`src/rtl/issue_scoreboard_if.sv`:
```
// Decode/retire handshake bundle between the decode stage and issue_scoreboard.
// The master side (decode and write-back) drives requests; the scoreboard answers with grant and stall.
interface issue_scoreboard_if;
  logic       issue_valid_i;
  logic [4:0] issue_rs1_i;
  logic       issue_rs1_read_i;
  logic [4:0] issue_rs2_i;
  logic       issue_rs2_read_i;
  logic [4:0] issue_rd_i;
  logic       issue_write_i;
  logic [2:0] issue_unit_i;
  logic       issue_serialize_i;
  logic       issue_grant_o;
  logic       stall_decode_o;
  logic       retire_valid_i;
  logic [4:0] retire_rd_i;
  logic       retire_write_i;
  logic       ai_done_i;
  logic       crypto_done_i;
  logic       flush_i;

  modport master (
    output issue_valid_i, issue_rs1_i, issue_rs1_read_i, issue_rs2_i, issue_rs2_read_i,
           issue_rd_i, issue_write_i, issue_unit_i, issue_serialize_i,
           retire_valid_i, retire_rd_i, retire_write_i, ai_done_i, crypto_done_i, flush_i,
    input  issue_grant_o, stall_decode_o
  );

  modport slave (
    input  issue_valid_i, issue_rs1_i, issue_rs1_read_i, issue_rs2_i, issue_rs2_read_i,
           issue_rd_i, issue_write_i, issue_unit_i, issue_serialize_i,
           retire_valid_i, retire_rd_i, retire_write_i, ai_done_i, crypto_done_i, flush_i,
    output issue_grant_o, stall_decode_o
  );
endinterface

```
`src/rtl/issue_scoreboard.sv`:
```
// Issue scoreboard: GPR pending bits, AI/crypto busy tracking, in-flight count and drain/serialize FSM.
// Optional macro SCB_RETIRE_BYPASS_EN lets a same-cycle retire hide its rd from the hazard check.
//
// state  | meaning
// RUN    | normal issue
// DRAIN  | flush seen; wait for in-flight work and busy units to empty, then clear pending
// SERIAL | serializing instruction issued; hold issue until everything has retired
module issue_scoreboard #(
  parameter int MAX_INFLIGHT = 4,
  parameter int CNT_W        = 4
) (
  input  logic               clk_i,
  input  logic               rst_i,
  issue_scoreboard_if.slave  bus,
  output logic [31:0]        pending_o,
  output logic [CNT_W-1:0]   inflight_o,
  output logic [1:0]         state_o,
  output logic               underflow_o
);

  typedef enum logic [1:0] {
    ST_RUN    = 2'd0,
    ST_DRAIN  = 2'd1,
    ST_SERIAL = 2'd2
  } state_e;

  state_e           state_q, state_d;
  logic [31:0]      pending_q, pending_d;
  logic [CNT_W-1:0] inflight_q, inflight_d;
  logic             ai_busy_q, ai_busy_d;
  logic             crypto_busy_q, crypto_busy_d;
  logic             underflow_q, underflow_d;

  logic [31:0] retire_mask;
  logic [31:0] pend_eff;
  logic        rs1_haz, rs2_haz, waw_haz, unit_busy;
  logic        inflight_room, serial_ok, grant;
  logic        retire_ok, drain_exit;

  assign retire_mask = (bus.retire_valid_i && bus.retire_write_i) ? (32'd1 << bus.retire_rd_i) : 32'd0;

`ifdef SCB_RETIRE_BYPASS_EN
  assign pend_eff = pending_q & ~retire_mask;
`else
  assign pend_eff = pending_q;
`endif

  // x0 is never marked pending, but the explicit index checks keep it hazard-free regardless
  assign rs1_haz = bus.issue_rs1_read_i && (bus.issue_rs1_i != 5'd0) && pend_eff[bus.issue_rs1_i];
  assign rs2_haz = bus.issue_rs2_read_i && (bus.issue_rs2_i != 5'd0) && pend_eff[bus.issue_rs2_i];
  assign waw_haz = bus.issue_write_i && (bus.issue_rd_i != 5'd0) && pend_eff[bus.issue_rd_i];

  assign unit_busy = ((bus.issue_unit_i == 3'd2) && ai_busy_q) ||
                     ((bus.issue_unit_i == 3'd3) && crypto_busy_q);

  assign inflight_room = (inflight_q < CNT_W'(MAX_INFLIGHT));
  assign serial_ok     = !bus.issue_serialize_i || (inflight_q == '0);

  assign grant = bus.issue_valid_i && (state_q == ST_RUN) && !bus.flush_i &&
                 !rs1_haz && !rs2_haz && !waw_haz && !unit_busy &&
                 inflight_room && serial_ok;

  assign bus.issue_grant_o  = grant;
  assign bus.stall_decode_o = bus.issue_valid_i && !grant;

  always_comb begin
    state_d    = state_q;
    drain_exit = 1'b0;
    case (state_q)
      ST_RUN: begin
        if (bus.flush_i)                            state_d = ST_DRAIN;
        else if (grant && bus.issue_serialize_i)    state_d = ST_SERIAL;
      end
      ST_SERIAL: begin
        if (bus.flush_i)                            state_d = ST_DRAIN;
        else if (inflight_q == '0)                  state_d = ST_RUN;
      end
      ST_DRAIN: begin
        if (!bus.flush_i && (inflight_q == '0) && !ai_busy_q && !crypto_busy_q) begin
          state_d    = ST_RUN;
          drain_exit = 1'b1;
        end
      end
      default: state_d = ST_RUN;
    endcase
  end

  // set wins over a same-cycle clear of the same register
  always_comb begin
    pending_d = pending_q & ~retire_mask;
    if (grant && bus.issue_write_i && (bus.issue_rd_i != 5'd0))
      pending_d = pending_d | (32'd1 << bus.issue_rd_i);
    if (drain_exit)
      pending_d = 32'd0;
    pending_d[0] = 1'b0;
  end

  // a retire with nothing in flight is an error: it is flagged and does not decrement
  always_comb begin
    underflow_d = underflow_q;
    retire_ok   = bus.retire_valid_i && (inflight_q != '0);
    if (bus.retire_valid_i && (inflight_q == '0))
      underflow_d = 1'b1;
    inflight_d = inflight_q;
    if (grant && !retire_ok)
      inflight_d = inflight_q + CNT_W'(1);
    else if (!grant && retire_ok)
      inflight_d = inflight_q - CNT_W'(1);
  end

  always_comb begin
    ai_busy_d = ai_busy_q;
    if (grant && (bus.issue_unit_i == 3'd2))
      ai_busy_d = 1'b1;
    else if (bus.ai_done_i)
      ai_busy_d = 1'b0;
    crypto_busy_d = crypto_busy_q;
    if (grant && (bus.issue_unit_i == 3'd3))
      crypto_busy_d = 1'b1;
    else if (bus.crypto_done_i)
      crypto_busy_d = 1'b0;
  end

  always_ff @(posedge clk_i or posedge rst_i) begin
    if (rst_i) begin
      state_q       <= ST_RUN;
      pending_q     <= 32'd0;
      inflight_q    <= '0;
      ai_busy_q     <= 1'b0;
      crypto_busy_q <= 1'b0;
      underflow_q   <= 1'b0;
    end else begin
      state_q       <= state_d;
      pending_q     <= pending_d;
      inflight_q    <= inflight_d;
      ai_busy_q     <= ai_busy_d;
      crypto_busy_q <= crypto_busy_d;
      underflow_q   <= underflow_d;
    end
  end

  assign pending_o   = pending_q;
  assign inflight_o  = inflight_q;
  assign state_o     = state_q;
  assign underflow_o = underflow_q;

endmodule

```
`src/flat_wrapper.sv`:
```
// flat-port wrapper written by rule: the top's interface ports become plain ports
module issue_scoreboard_flat 
#(
  parameter int MAX_INFLIGHT = 4,
  parameter int CNT_W        = 4
)
  (clk_i, rst_i, pending_o, inflight_o, state_o, underflow_o, bus_issue_valid_i, bus_issue_rs1_i, bus_issue_rs1_read_i, bus_issue_rs2_i, bus_issue_rs2_read_i, bus_issue_rd_i, bus_issue_write_i, bus_issue_unit_i, bus_issue_serialize_i, bus_retire_valid_i, bus_retire_rd_i, bus_retire_write_i, bus_ai_done_i, bus_crypto_done_i, bus_flush_i, bus_issue_grant_o, bus_stall_decode_o);
  issue_scoreboard_if bus_i ();
  input  logic clk_i;
  input  logic rst_i;
  output logic [31:0] pending_o;
  output logic [CNT_W-1:0] inflight_o;
  output logic [1:0] state_o;
  output logic underflow_o;
  input wire logic [$bits(bus_i.issue_valid_i)-1:0] bus_issue_valid_i;
  input wire logic [$bits(bus_i.issue_rs1_i)-1:0] bus_issue_rs1_i;
  input wire logic [$bits(bus_i.issue_rs1_read_i)-1:0] bus_issue_rs1_read_i;
  input wire logic [$bits(bus_i.issue_rs2_i)-1:0] bus_issue_rs2_i;
  input wire logic [$bits(bus_i.issue_rs2_read_i)-1:0] bus_issue_rs2_read_i;
  input wire logic [$bits(bus_i.issue_rd_i)-1:0] bus_issue_rd_i;
  input wire logic [$bits(bus_i.issue_write_i)-1:0] bus_issue_write_i;
  input wire logic [$bits(bus_i.issue_unit_i)-1:0] bus_issue_unit_i;
  input wire logic [$bits(bus_i.issue_serialize_i)-1:0] bus_issue_serialize_i;
  input wire logic [$bits(bus_i.retire_valid_i)-1:0] bus_retire_valid_i;
  input wire logic [$bits(bus_i.retire_rd_i)-1:0] bus_retire_rd_i;
  input wire logic [$bits(bus_i.retire_write_i)-1:0] bus_retire_write_i;
  input wire logic [$bits(bus_i.ai_done_i)-1:0] bus_ai_done_i;
  input wire logic [$bits(bus_i.crypto_done_i)-1:0] bus_crypto_done_i;
  input wire logic [$bits(bus_i.flush_i)-1:0] bus_flush_i;
  output wire logic [$bits(bus_i.issue_grant_o)-1:0] bus_issue_grant_o;
  output wire logic [$bits(bus_i.stall_decode_o)-1:0] bus_stall_decode_o;
  assign bus_i.issue_valid_i = bus_issue_valid_i;
  assign bus_i.issue_rs1_i = bus_issue_rs1_i;
  assign bus_i.issue_rs1_read_i = bus_issue_rs1_read_i;
  assign bus_i.issue_rs2_i = bus_issue_rs2_i;
  assign bus_i.issue_rs2_read_i = bus_issue_rs2_read_i;
  assign bus_i.issue_rd_i = bus_issue_rd_i;
  assign bus_i.issue_write_i = bus_issue_write_i;
  assign bus_i.issue_unit_i = bus_issue_unit_i;
  assign bus_i.issue_serialize_i = bus_issue_serialize_i;
  assign bus_i.retire_valid_i = bus_retire_valid_i;
  assign bus_i.retire_rd_i = bus_retire_rd_i;
  assign bus_i.retire_write_i = bus_retire_write_i;
  assign bus_i.ai_done_i = bus_ai_done_i;
  assign bus_i.crypto_done_i = bus_crypto_done_i;
  assign bus_i.flush_i = bus_flush_i;
  assign bus_issue_grant_o = bus_i.issue_grant_o;
  assign bus_stall_decode_o = bus_i.stall_decode_o;
  issue_scoreboard #(.MAX_INFLIGHT(MAX_INFLIGHT), .CNT_W(CNT_W)) u_core (.clk_i(clk_i), .rst_i(rst_i), .bus(bus_i), .pending_o(pending_o), .inflight_o(inflight_o), .state_o(state_o), .underflow_o(underflow_o));
endmodule
```
`config.mk`:
```
export PLATFORM = sky130hd
export DESIGN_NAME = issue_scoreboard_flat
export DESIGN_NICKNAME = d
export VERILOG_FILES = /design/src/rtl/issue_scoreboard_if.sv /design/src/rtl/issue_scoreboard.sv /design/src/flat_wrapper.sv
export SDC_FILE = /design/constraint.sdc
export NUM_CORES = 1
export LEC_CHECK = 0
export BUFFER_PORTS_ARGS = -buffer_cell sky130_fd_sc_hd__buf_2
export CORE_ASPECT_RATIO = 0.7
export CORE_UTILIZATION = 55
export DETAILED_ROUTE_END_ITERATION = 10
export GPL_TIMING_DRIVEN = 0
export PLACE_DENSITY_LB_ADDON = 0.12
export SYNTH_ARGS = -nofsm -noshare
export SYNTH_HDL_FRONTEND = slang
export SYNTH_SLANG_ARGS = --single-unit
```
`constraint.sdc`:
```
create_clock -name clk_i -period 7.15 [get_ports clk_i]
set_clock_uncertainty 0.15 [all_clocks]
set_input_delay 0.3575 -clock clk_i [delete_from_list [all_inputs] [get_ports clk_i]]
set_output_delay 0.3575 -clock clk_i [all_outputs]
set_load 0.05 [all_outputs]
```
# == Word level (Yosys, flattened, before mapping) ==
# Cells that the tools add are included.
# totals
word_cells,99
in_bits,35
regBits,40
out_inout_bits,41
# op_classes
n_shift,2
n_reduce_logical,52
eq_ne,7
muxes,23
magnitude_cmp,4
n_bitwise,3
add_sub_neg,2
# ops
operator,n
32-bit 2-to-1 mux,3
1-bit by 5-bit left shift with 32-bit output (first input constant),2
32-bit bitwise AND,1
32-bit NOT,1
32-bit OR,1
1-bit logical AND,30
5-bit by 6-bit less-than comparator with 1-bit output (second input constant),3
1-bit binary-select mux with 5-bit select,3
5-bit nonzero test,3
1-bit logical NOT,10
2-bit 2-to-1 mux,5
1-bit 2-to-1 mux,9
4-bit 2-to-1 mux,2
3-bit by 2-bit equality test with 1-bit output (second input constant),2
2-bit one-hot mux with 3 select lines,1
2-bit nonzero test,3
4-bit by 1-bit adder with 4-bit output (second input constant),1
4-bit logical NOT,1
4-bit by 3-bit less-than comparator with 1-bit output (second input constant),1
4-bit nonzero test,1
4-bit by 1-bit subtractor with 4-bit output (second input constant),1
3-bit by 2-bit inequality test with 1-bit output (second input constant),1
3-bit inequality test (second input constant),1
3-bit AND reduction,1
other kinds (5),6

# == Logic depth before layout (Yosys ltp) ==
# Gate-level depths: netlist of run 1.
# logic_depth
depth_word,14
ltp_mapped,16
ltp_nobuf,14

# == Least setup slack after synthesis of run 1 ==
# OpenSTA, ideal clock, no wires.
# synth_path
kind,reg-to-reg
startpoint,register u_core.pending_q[7] (netlist: u_core.pending_o[7])
endpoint,register u_core.inflight_q[3] (netlist: u_core.inflight_o[3])
path_stages_with_launch,15
setup_slack_ps,2922
n_path_buf,1
t_arrival_ps,3933
setup_time_ps,145
t_required_ps,6855
path_cell_list,dfrtp_1 mux4_2 a2111oi_0 a311oi_1 o2bb2ai_2 buf_4 nor2_1 ha_1 inv_1 ha_1 a21o_1 a21oi_1 xnor2_1 nor2_1 xor2_1
# synth_between
elab_chain_cells,13
# synth_rtl
element,line,rtl
start: declaration,issue_scoreboard.sv:28,"logic [31:0] pending_q, pending_d;"
start signal: assignment,issue_scoreboard.sv:134,pending_q <= pending_d;
1-bit binary-select mux with 5-bit select,issue_scoreboard.sv:49,assign rs1_haz = bus.issue_rs1_read_i && (bus.issue_rs1_i != 5'd0) && pend_eff[bus.issue_rs1_i];
1-bit 2-to-1 mux (implied by the code),issue_scoreboard.sv:49,
1-bit logical AND,issue_scoreboard.sv:49,
1-bit logical NOT,issue_scoreboard.sv:60,!rs1_haz && !rs2_haz && !waw_haz && !unit_busy &&
1-bit logical AND,issue_scoreboard.sv:59,assign grant = bus.issue_valid_i && (state_q == ST_RUN) && !bus.flush_i &&
1-bit logical AND,issue_scoreboard.sv:60,
1-bit logical AND * (3 in series),issue_scoreboard.sv:60,
1-bit logical AND *,issue_scoreboard.sv:61,inflight_room && serial_ok;
via bus_issue_grant_o,flat_wrapper.sv:30,output wire logic [$bits(bus_i.issue_grant_o)-1:0] bus_issue_grant_o;
1-bit logical NOT,issue_scoreboard.sv:107,else if (!grant && retire_ok)
1-bit logical AND,issue_scoreboard.sv:107,
2-bit nonzero test (no source line),--,
end signal: assignment,issue_scoreboard.sv:135,inflight_q <= inflight_d;
end: declaration,issue_scoreboard.sv:29,"logic [CNT_W-1:0] inflight_q, inflight_d;"
# The timed path passes the listed nets; every way through them passes the cells marked *. The select of a mux whose other input is x is not followed.
# A chain may end at the register's enable or synchronous reset.

# == Final worst setup path of run 1 ==
# layout_path
startpoint,register u_core.pending_q[6] (netlist: u_core.pending_o[6])
endpoint,register u_core.inflight_q[3] (netlist: u_core.inflight_o[3])
# layout_between
elab_chain_cells,13
# layout_rtl
element,line
1-bit binary-select mux with 5-bit select,issue_scoreboard.sv:49
1-bit 2-to-1 mux (implied by the code),issue_scoreboard.sv:49
1-bit logical AND,issue_scoreboard.sv:49
1-bit logical NOT,issue_scoreboard.sv:60
1-bit logical AND,issue_scoreboard.sv:59
1-bit logical AND,issue_scoreboard.sv:60
1-bit logical AND * (3 in series),issue_scoreboard.sv:60
1-bit logical AND *,issue_scoreboard.sv:61
1-bit logical NOT,issue_scoreboard.sv:107
1-bit logical AND,issue_scoreboard.sv:107
2-bit nonzero test (no source line),--
# Every way passes the cells marked *; elsewhere a longest branch is shown, timed or not. The select of a mux whose other input is x is not followed.

==> flow_metrics.py, run 1 <==
metrics = {
    "worst_setup_path": {
        "r2r-start": "u_core.pending_o[6]",
        "r2r-end": "u_core.inflight_o[3]",
        "cp.arrival_ns": 3.69,
        "end_kind": "flip-flop",
        "critPathKind": "flip-flop to flip-flop",
        "start_kind": "flip-flop",
        "worst_path_dominant_cell_family": "compound AO/OA/AOI/OAI gates",
        "path_max_fanout": 10,
        "worst-path-buf-inv": 2,
        "cpMaxStageDelayCell": "mux4_2",
        "crit_chain": "mux4_2 > a2111oi_0 > a311oi_1 > o2bb2ai_2 > buf_4 > nor2_1 > ha_1 > inv_1 > ha_1 > a21o_1 > a21oi_1 > xnor2_1 > nor2_1 > xor2_1",
        "reg2regPathDepth": 14,
        "required_ns": 7.18,
        "crit_path_max_incr_delay_ns": 0.48,
        "reg2reg_slack_ns": 3.49,
    },
    "synthesis": {
        "yosys_warnings": 0,
        "synthesis.nets": 381,
        "synthTopCellsByArea": "dfrtp_1, mux4_2, nand3_1",
        "synth_top_area_cell": "dfrtp_1",
        "synthDistinctLibCells": 55,
        "synth_ff_type": "dfrtp_1",
        "ys_seq_elements": 40,
        "async_flop_share": 1.00,
        "synth_cells": 342,
        "avgSynthCellArea_sq_um": 9.07,
        "synth_edf_count": 0,
        "syn_area_sq_um": 3100,
        "ys_seq_area_frac": 0.323,
        "netlist.area_leader.share": 0.323,
    },
    "power": {
        "ir_drop_mv": 0.287,
        "p_per_area_nw_per_um2": 196,
        "leakagePower_uw": 0.00158,
    },
    "sta": {
        "hold_slack_ns": 0.0791,
        "slew_headroom": 0.390,
        "finalCriticalPeriod_ns": 3.66,
        "finalSetupTns_ns": 0,
        "fin_ws_ns": 3.49,
        "rsz0062_at_grt": "no",
        "slew_viol_final": 0,
        "max_freq_mhz": 273,
        "fin_crit_sh": 0.511,
        "hold_viol": 0,
        "setup_viol": 0,
        "tightest_slew_ns": 0.912,
    },
    "cts": {
        "cts_tree": "done",
        "cts_resized": 0,
        "clkLatencyLatePin_ns": 0.30,
        "cts_sinks": 40,
        "root_buffer": "clkbuf_8",
        "ctsHoldBuffers": 0,
        "clkTransAtPathRegs_ns": 0.08,
        "cts_setup_buffers": 0,
        "cts_buffers": 5,
        "cts_htree_levels": 2,
        "clock_path_buffers": 2,
    },
    "global_routing": {
        "met1_usage": 0.511,
        "use_met3": 0.0751,
        "grt_use_total": 0.336,
        "antenna_found_initial": 0,
        "grt_pass1_wl_microns": 15000,
        "grt_start_max_net_pins": 41,
        "grt.busiest_layer": "met1",
        "met2_usage": 0.489,
        "overflow": 0,
        "grt_pass1_vias": 2828,
    },
    "detailed_routing": {
        "drt_first_pass_iters": 5,
        "wl_per_cell_microns": 19.6,
        "remaining_drc_errors": 0,
        "first_iter_violations": 406,
        "finalWirelength_microns": 9590,
        "vias": 3173,
        "drt.antenna.violating_nets": 0,
        "vias_per_cell": 6.49,
    },
    "die": {
        "fp-row-count": 22,
        "core_sq_um": 5340,
        "die_y_microns": 64.8,
        "ios": 76,
        "start_util": 0.581,
        "die_w_microns": 91.7,
        "dieArea_sq_um": 5950,
    },
    "status": {
        "status": "complete, no violations",
    },
    "placement": {
        "portBuffers": 67,
        "pre_cts_ws_ns": 3.37,
        "dpl.hpwl_microns": 7120,
        "routabilityCongestion": 0.955,
    },
    "finish": {
        "drive_above_1_share": 0.273,
        "antenna_cells": 0,
        "syn_to_final_growth_pct": 17.8,
        "nets": 455,
    },
    "run": {
        "drv_cap": 0,
    },
    "worst_hold_path": {
        "hold_path.class": "input port to asynchronous set/reset pin",
    },
}
[power by group]
part | internal [uW] | switching [uW]
Sequential | 243 | 24.9
Combinational | 79.5 | 164
Clock | 123 | 81.4
[metrics by stage]
step | power (uW) | cells | instance area, sq um | utilization
global route | 750 | 489 | 3650 | 0.684
finish | 716 | 489 | 3650 | 0.684
CTS | 715 | 489 | 3650 | 0.684
global placement | 508 | 481 | 3530 | 0.660
detailed placement | 512 | 481 | 3530 | 0.660
floorplan | 449 | 342 | 3100 | -
[logic make-up (layout without fill, tap and decap cells)]
group                    after synthesis  in the layout  synth area share
adder cells (fa/ha/maj)                4              4            0.0186
AND/OR/NAND/NOR                      140            140             0.226
multiplexers                          36             36             0.195
AO/OA/AOI/OAI                         87             87             0.172
buffers and inverters                 30            105            0.0533
XOR/XNOR                               4              4            0.0113
flip-flops                            40             40             0.323
other                                  1              1           0.00121
[cells in the final DEF, fill, tap and decap left out, types with 3 or more instances in the layout]
master,n
a21oi_1,32
a31oi_1,3
buf_2,70
buf_4,5
buf_6,4
clkbuf_1,9
clkbuf_8,7
dfrtp_1,40
ha_1,3
inv_1,6
mux2i_1,15
mux4_1,4
mux4_2,14
nand2_1,44
nand2b_1,3
nand3_1,42
nand3b_1,4
nand4_1,3
nor2_1,12
nor2b_1,3
nor3_1,12
nor3b_1,5
o21ai_1,32
xnor2_1,3
[Yosys cell counts (5+ instances only)]
master,number
nor3b_1,5
mux4_2,14
a21oi_1,32
inv_1,7
nand3_1,42
nor3_1,12
nor2_1,12
buf_4,5
dfrtp_1,40
clkbuf_1,9
nand2_1,44
mux2i_1,15
o21ai_1,32
[layout make-up]
type                       count  area (sq um)
multi-input combinational    272          1930
inverter                       7          26.3
tap                           72          90.1
fill                         450          1690
sequential                    40          1000
timing repair buffer          67           335
clock buffer                   7          96.3
buffer                        23           139
clock inverter                 1          30.0
[worst register-to-register path: stages, from the launching register on]
cell	delay, ns
dfrtp_1	0.47
mux4_2	0.48
a2111oi_0	0.44
a311oi_1	0.11
o2bb2ai_2	0.26
buf_4	0.23
nor2_1	0.16
ha_1	0.21
inv_1	0.09
ha_1	0.27
a21o_1	0.17
a21oi_1	0.17
xnor2_1	0.13
nor2_1	0.06
xor2_1	0.14
[registers in the layout, indices dropped and copies added (netlist names)]
register and count:
u_core.underflow_o 1, u_core.state_o 2, u_core.ai_busy_q 1, u_core.crypto_busy_q 1, u_core.inflight_o 4, u_core.pending_o 31
[worst max-delay path by stage]
stage / slack (ns) / to / from / cells after the start
after floorplan: 2.92 / u_core.inflight_o[3] / u_core.pending_o[7] / 14
after global placement: 3.41 / u_core.inflight_o[3] / bus_issue_rd_i[2] / 16
after detailed placement: 3.37 / u_core.inflight_o[3] / bus_issue_rd_i[2] / 16
after CTS: 3.50 / u_core.inflight_o[3] / u_core.pending_o[6] / 14
after global routing: 3.30 / u_core.inflight_o[3] / u_core.pending_o[6] / 14
final: 3.49 / u_core.inflight_o[3] / u_core.pending_o[6] / 14
[metal layers]
layer / routed length, microns / up-vias
met5: 0 / -
li1: - / 1428
met4: 97 / 0
met1: 4310 / 1504
met2: 4070 / 226
met3: 1110 / 15
(Power assumes the default switching activity.)
==> run 2: changes to the inputs <==
- CORE_UTILIZATION: 55 -> 54
- clock period: 7.15 -> 3.6 ns (I/O delays scaled with it)
==> run 2 against run 1 <==
Total power rose by 99%. Global-route usage barely moved. Critical path type unchanged. Sequential cell count did not move. Highest routed layer unchanged. Largest cell class unchanged. Die area increased by 1.8%. Critical path depth unchanged. Non-clock buffer count increased by 8. Setup slack got worse by 3.3 ns.
==> flow_metrics.py, run 2 (synthesized netlist as in run 1, its figures left out) <==
metrics = {
    "power": {
        "p_per_area_nw_per_um2": 378,
        "ir_drop_mv": 0.466,
        "p_comb_frac": 0.347,
        "swShare": 0.386,
        "p_sw_uw": 551,
        "p_clk_frac": 0.280,
        "seqPwrFrac": 0.373,
        "leakagePower_uw": 0.00159,
        "p_int_uw": 877,
    },
    "global_routing": {
        "grt_pass1_wl_microns": 15300,
        "grt_pass1_vias": 2904,
        "grt_start_max_net_pins": 41,
        "overflow": 0,
        "grt_use_total": 0.336,
        "antenna_found_initial": 0,
    },
    "die": {
        "fp-row-count": 22,
        "dieArea_sq_um": 6050,
        "start_util": 0.575,
        "ios": 76,
        "die_w_microns": 92.6,
        "core_sq_um": 5400,
        "die_y_microns": 65.4,
    },
    "status": {
        "status": "complete, no violations",
    },
    "finish": {
        "fin_area_sq_um": 3780,
        "nets": 463,
        "final_cell_mix": "buf_2, nand2_1, nand3_1, a21oi_1, o21ai_1",
        "n_fill_cell": 443,
        "multi_input_area_sq_um": 1980,
        "drive_above_1_share": 0.311,
        "seq_area_sq_um": 1020,
        "syn_to_final_growth_pct": 22.0,
        "largest_register_ffs": 31,
        "antenna_cells": 0,
        "layout_commonest_cell": "buf_2",
    },
    "cts": {
        "clkTransAtPathRegs_ns": 0.09,
        "cts_sinks": 40,
        "cts_buffers": 5,
        "root_buffer": "clkbuf_8",
        "clkLatencyLatePin_ns": 0.30,
        "clock_path_buffers": 2,
        "cts_tree": "done",
        "cts_htree_levels": 2,
    },
    "sta": {
        "finalCriticalPeriod_ns": 3.45,
        "setup_viol": 0,
        "max_freq_mhz": 289,
        "slew_viol_final": 0,
        "fin_crit_sh": 0.960,
        "slew_headroom": 0.344,
        "tightest_slew_ns": 0.981,
        "finalSetupTns_ns": 0,
        "hold_viol": 0,
    },
    "detailed_routing": {
        "finalWirelength_microns": 9560,
        "wl_per_cell_microns": 19.2,
        "drt_first_pass_iters": 6,
        "vias": 3165,
        "remaining_drc_errors": 0,
        "vias_per_cell": 6.37,
        "first_iter_violations": 328,
        "drt.antenna.violating_nets": 0,
    },
    "worst_setup_path": {
        "start_kind": "flip-flop",
        "crit_path_max_incr_delay_ns": 0.49,
        "critPathKind": "flip-flop to flip-flop",
        "path_max_fanout": 10,
        "required_ns": 3.64,
        "crit_chain": "mux4_2 > mux2_2 > a211oi_4 > o2bb2ai_4 > buf_4 > nor2_4 > ha_4 > inv_1 > ha_1 > a21o_1 > a21oi_1 > xnor2_1 > nor2_1 > xor2_1",
        "worst-path-buf-inv": 2,
        "cpMaxStageDelayCell": "mux4_2",
        "end_kind": "flip-flop",
        "worst_path_dominant_cell_family": "multiplexers",
        "cp.arrival_ns": 3.50,
    },
    "placement": {
        "post_dp_cell_area_sq_um": 3560,
        "dpl.hpwl_microns": 7090,
        "portBuffers": 67,
        "routabilityCongestion": 0.910,
    },
    "worst_hold_path": {
        "hold_path.class": "input port to flip-flop",
    },
    "run": {
        "drv_cap": 0,
    },
}
## run 2: cell types whose count changed in the layout (fill, tap and decap cells not counted), sizes merged
cell / before / now
clkbuf: 16 / 15
clkinv: 0 / 1
buf: 81 / 84
dlygate4sd3: 0 / 5
## run 2: worst min-delay path: cells and delay by family
kind                   cells  cell delay, ns
AOI/OAI and AO/OA          2            0.14
buffers and inverters      1            0.11
## run 2: path summary, 6_finish.rpt
check	startpoint	slack, ns	end	depth (start not counted)
max in group asynchronous	rst_i	2.24	u_core.pending_o[12]	3
hold reg to reg	u_core.underflow_o	0.32	u_core.underflow_o	1
setup / recovery	u_core.pending_o[15]	0.15	u_core.inflight_o[3]	14
hold / removal	bus_flush_i	0.02	u_core.state_o[0]	3
min in group asynchronous	rst_i	0.45	u_core.inflight_o[1]	3
setup reg to reg	u_core.pending_o[15]	0.15	u_core.inflight_o[3]	14
## run 2: layout make-up
type / instances / area share
plain buffers: 23 / 0.0367
flip-flops and latches: 40 / 0.269
multi-input cells: 272 / 0.524
repair buffers: 75 / 0.108
clock buffers: 6 / 0.0218
well taps: 72 / 0.0238
clock inverters: 2 / 0.0103
inverters: 7 / 0.00695
## run 2: power by group through the flow
stage | clock, uW | combinational [uW] | sequential, uW
6_report | 400 | 496 | 532
5_1_grt | 418 | 539 | 540
4_1_cts | 404 | 486 | 533
3_5_place_dp | 0 | 480 | 541
3_3_place_gp | 0 | 476 | 538
2_1_floorplan | 0 | 251 | 647
## run 2: what timing repair did
action | 4_1_cts | 5_1_grt
setup buffers | 0 | 3
hold endpoints to repair | 44 | 0
setup endpoints to repair | 0 | 1
hold buffers | 5 | 0
resized for setup | 0 | 3
## run 2: through the flow
stage / power [uW] / hold WS [ns] / setup slack (ns) / utilization / cells
finish: 1430 / 0.0192 / 0.146 / 0.701 / 497
global route: 1500 / 0.0301 / -0.0352 / 0.701 / 497
CTS: 1420 / 0.0195 / 0.0411 / 0.692 / 494
detailed placement: 1020 / 0.223 / 0.0827 / 0.660 / 481
global placement: 1010 / 0.217 / 0.0608 / 0.660 / 481
floorplan: 898 / 0.124 / 0.00554 / - / 342
## run 2: routing by layer
layer  global-route usage  up-vias  routed length, microns
met5                    0        -                       0
met1                0.497     1525                    4480
li1                     -     1448                       -
met3                0.108       23                    1030
met2                0.474      169                    3870
met4               0.0859        0                     172
==> run 3: changes to the inputs <==
- ABC_CLOCK_PERIOD_IN_PS: unset -> 3600
- BUFFER_PORTS_ARGS: -buffer_cell sky130_fd_sc_hd__buf_2 -> unset
- DONT_BUFFER_PORTS: unset -> 1
==> run 3 against run 2 <==
Core utilization shrank 4.8 points. Clock power shrank 21%. First-iteration DRC count shrank 19%. Total power shrank 7.9%. Global-route usage shrank 1.4 points. Sequential share of layout area grew 2.6 points. Via count shrank 6.0%. Hold slack gained 0.034 ns. Critical path depth shrank 5. Clock-buffer cell count grew 1. Maximum frequency shrank 3.7%. Setup slack lost 0.13 ns. Critical endpoint is now u_core.state_o[1].
==> flow_metrics.py, run 3 (synthesized netlist as in run 1, its figures left out) <==
metrics = {
    "cts": {
        "cts_buffers": 5,
        "clkLatencyLatePin_ns": 0.30,
        "cts_htree_levels": 2,
        "cts_tree": "done",
        "clock_path_buffers": 2,
        "clkTransAtPathRegs_ns": 0.08,
        "cts_sinks": 40,
        "root_buffer": "clkbuf_8",
    },
    "sta": {
        "hold_slack_ns": 0.0536,
        "tightest_slew_ns": 0.940,
        "slew_viol_final": 0,
        "finalSetupTns_ns": 0,
        "rsz0062_at_grt": "yes",
        "hold_viol": 0,
        "max_freq_mhz": 279,
        "setup_viol": 0,
        "finalCriticalPeriod_ns": 3.59,
        "slew_headroom": 0.372,
        "fin_crit_sh": 0.996,
    },
    "status": {
        "status": "complete, no violations",
    },
    "worst_setup_path": {
        "worst-path-buf-inv": 3,
        "critPathKind": "flip-flop to flip-flop",
        "crit_chain": "mux4_2 > nand3_2 > nand2_2 > o311ai_4 > buf_4 > nand4_1 > dlygate4sd3_1 > o21ai_1 > dlygate4sd3_1",
        "start_kind": "flip-flop",
        "crit_path_max_incr_delay_ns": 0.60,
        "required_ns": 3.68,
        "path_max_fanout": 7,
        "cpMostUsedCell": "dlygate4sd3_1",
        "cpMaxStageDelayCell": "dlygate4sd3_1",
        "cp.arrival_ns": 3.67,
        "worst_path_dominant_cell_family": "buffers and inverters",
        "end_kind": "flip-flop",
    },
    "finish": {
        "nets": 402,
        "layout_commonest_cell": "nand2_1",
        "largest_register_ffs": 31,
        "final_cells": 436,
        "fin_area_sq_um": 3520,
        "antenna_cells": 0,
        "syn_to_final_growth_pct": 13.7,
        "drive_above_1_share": 0.242,
        "final_cell_mix": "nand2_1, nand3_1, o21ai_1, a21oi_1, dfrtp_2",
    },
    "die": {
        "die_w_microns": 92.6,
        "core_sq_um": 5400,
        "fp-row-count": 22,
        "start_util": 0.575,
        "dieArea_sq_um": 6050,
        "die_y_microns": 65.4,
        "ios": 76,
    },
    "detailed_routing": {
        "remaining_drc_errors": 0,
        "finalWirelength_microns": 9560,
        "drt.antenna.violating_nets": 0,
        "first_iter_violations": 265,
        "drt_first_pass_iters": 5,
        "vias": 2974,
        "vias_per_cell": 6.82,
        "wl_per_cell_microns": 21.9,
    },
    "power": {
        "p_per_area_nw_per_um2": 373,
        "leakagePower_uw": 0.00125,
        "ir_drop_mv": 0.463,
        "finalPower_uw": 1320,
    },
    "global_routing": {
        "grt_start_max_net_pins": 41,
        "grt_pass1_wl_microns": 14600,
        "overflow": 0,
        "grt_pass1_vias": 2729,
        "antenna_found_initial": 0,
        "grt_use_total": 0.322,
    },
    "placement": {
        "routabilityCongestion": 0.907,
        "dp.cells": 414,
        "post_dp_cell_area_sq_um": 3230,
        "portBuffers": 0,
        "dpl.hpwl_microns": 6820,
    },
    "run": {
        "drv_cap": 0,
    },
    "worst_hold_path": {
        "hold_path.class": "input port to flip-flop",
    },
}
==> run 3: cell types whose count changed in the layout (fill, tap and decap cells not counted), moves of 2 or more <==
cell / before / now
buf_2: 70 / 3
dfrtp_1: 28 / 12
dfrtp_2: 12 / 27
dlygate4sd3_1: 5 / 11
mux4_1: 4 / 2
mux4_2: 14 / 16
==> run 3: final cells by class <==
class                      count  area [sq um]
clock buffer                   7          86.3
buffer                        22           131
tap                           72          90.1
inverter                       7          28.8
fill                         472          1870
timing repair buffer          15           140
clock inverter                 1          7.51
multi-input combinational    272          2000
sequential                    40          1040
==> run 3: worst reg2reg max path: stages, from the launching register on <==
cell,delay [ns]
dfrtp_4,0.59
mux4_2,0.52
nand3_2,0.09
nand2_2,0.07
o311ai_4,0.40
buf_4,0.26
nand4_1,0.10
dlygate4sd3_1,0.57
o21ai_1,0.17
dlygate4sd3_1,0.60
==> run 3: timing repair <==
action	4_1_cts	5_1_grt
pin swaps	4	8
gates resized for setup	11	18
endpoints found under the setup margin	2	4
endpoints found under the hold margin	48	0
hold buffers	11	0
buffers inserted	4	0
==> run 3: metrics by stage <==
stage	setup WS (ns)	utilization
6_report	0.0134	0.653
5_1_grt	-0.0484	0.653
4_1_cts	0.0000786	0.646
3_5_place_dp	-0.293	0.598
3_3_place_gp	-0.325	0.598
2_1_floorplan	0.00554	-
==> run 3: worst paths after layout <==
check,to,slack [ns],from,cells after the start
min reg2reg,u_core.pending_o[12],0.57,u_core.pending_o[12],2
min in group asynchronous,u_core.pending_o[23],0.36,rst_i,2
max reg2reg,u_core.state_o[1],0.01,u_core.pending_o[15],9
max in group asynchronous,u_core.pending_o[15],2.33,rst_i,2
max,u_core.state_o[1],0.01,u_core.pending_o[15],9
min,u_core.pending_o[24],0.05,bus_retire_rd_i[2],4
==> run 3: power breakdown <==
| part | total (uW) | switching, uW | leakage (uW) | internal [uW] |
|---|---|---|---|---|
| clock network | 316 | 161 | 0.0000445 | 156 |
| registers | 656 | 176 | 0.000494 | 480 |
| logic | 342 | 197 | 0.000716 | 145 |
| total | 1320 | 534 | 0.00125 | 781 |
==> run 3: metal layers <==
layer  vias up  routed length (microns)  GRT usage
met1      1435                     4210      0.500
li1       1327                        -          -
met2       191                     3970      0.444
met5         -                        0          0
met4         0                      157     0.0898
met3        21                     1230     0.0741
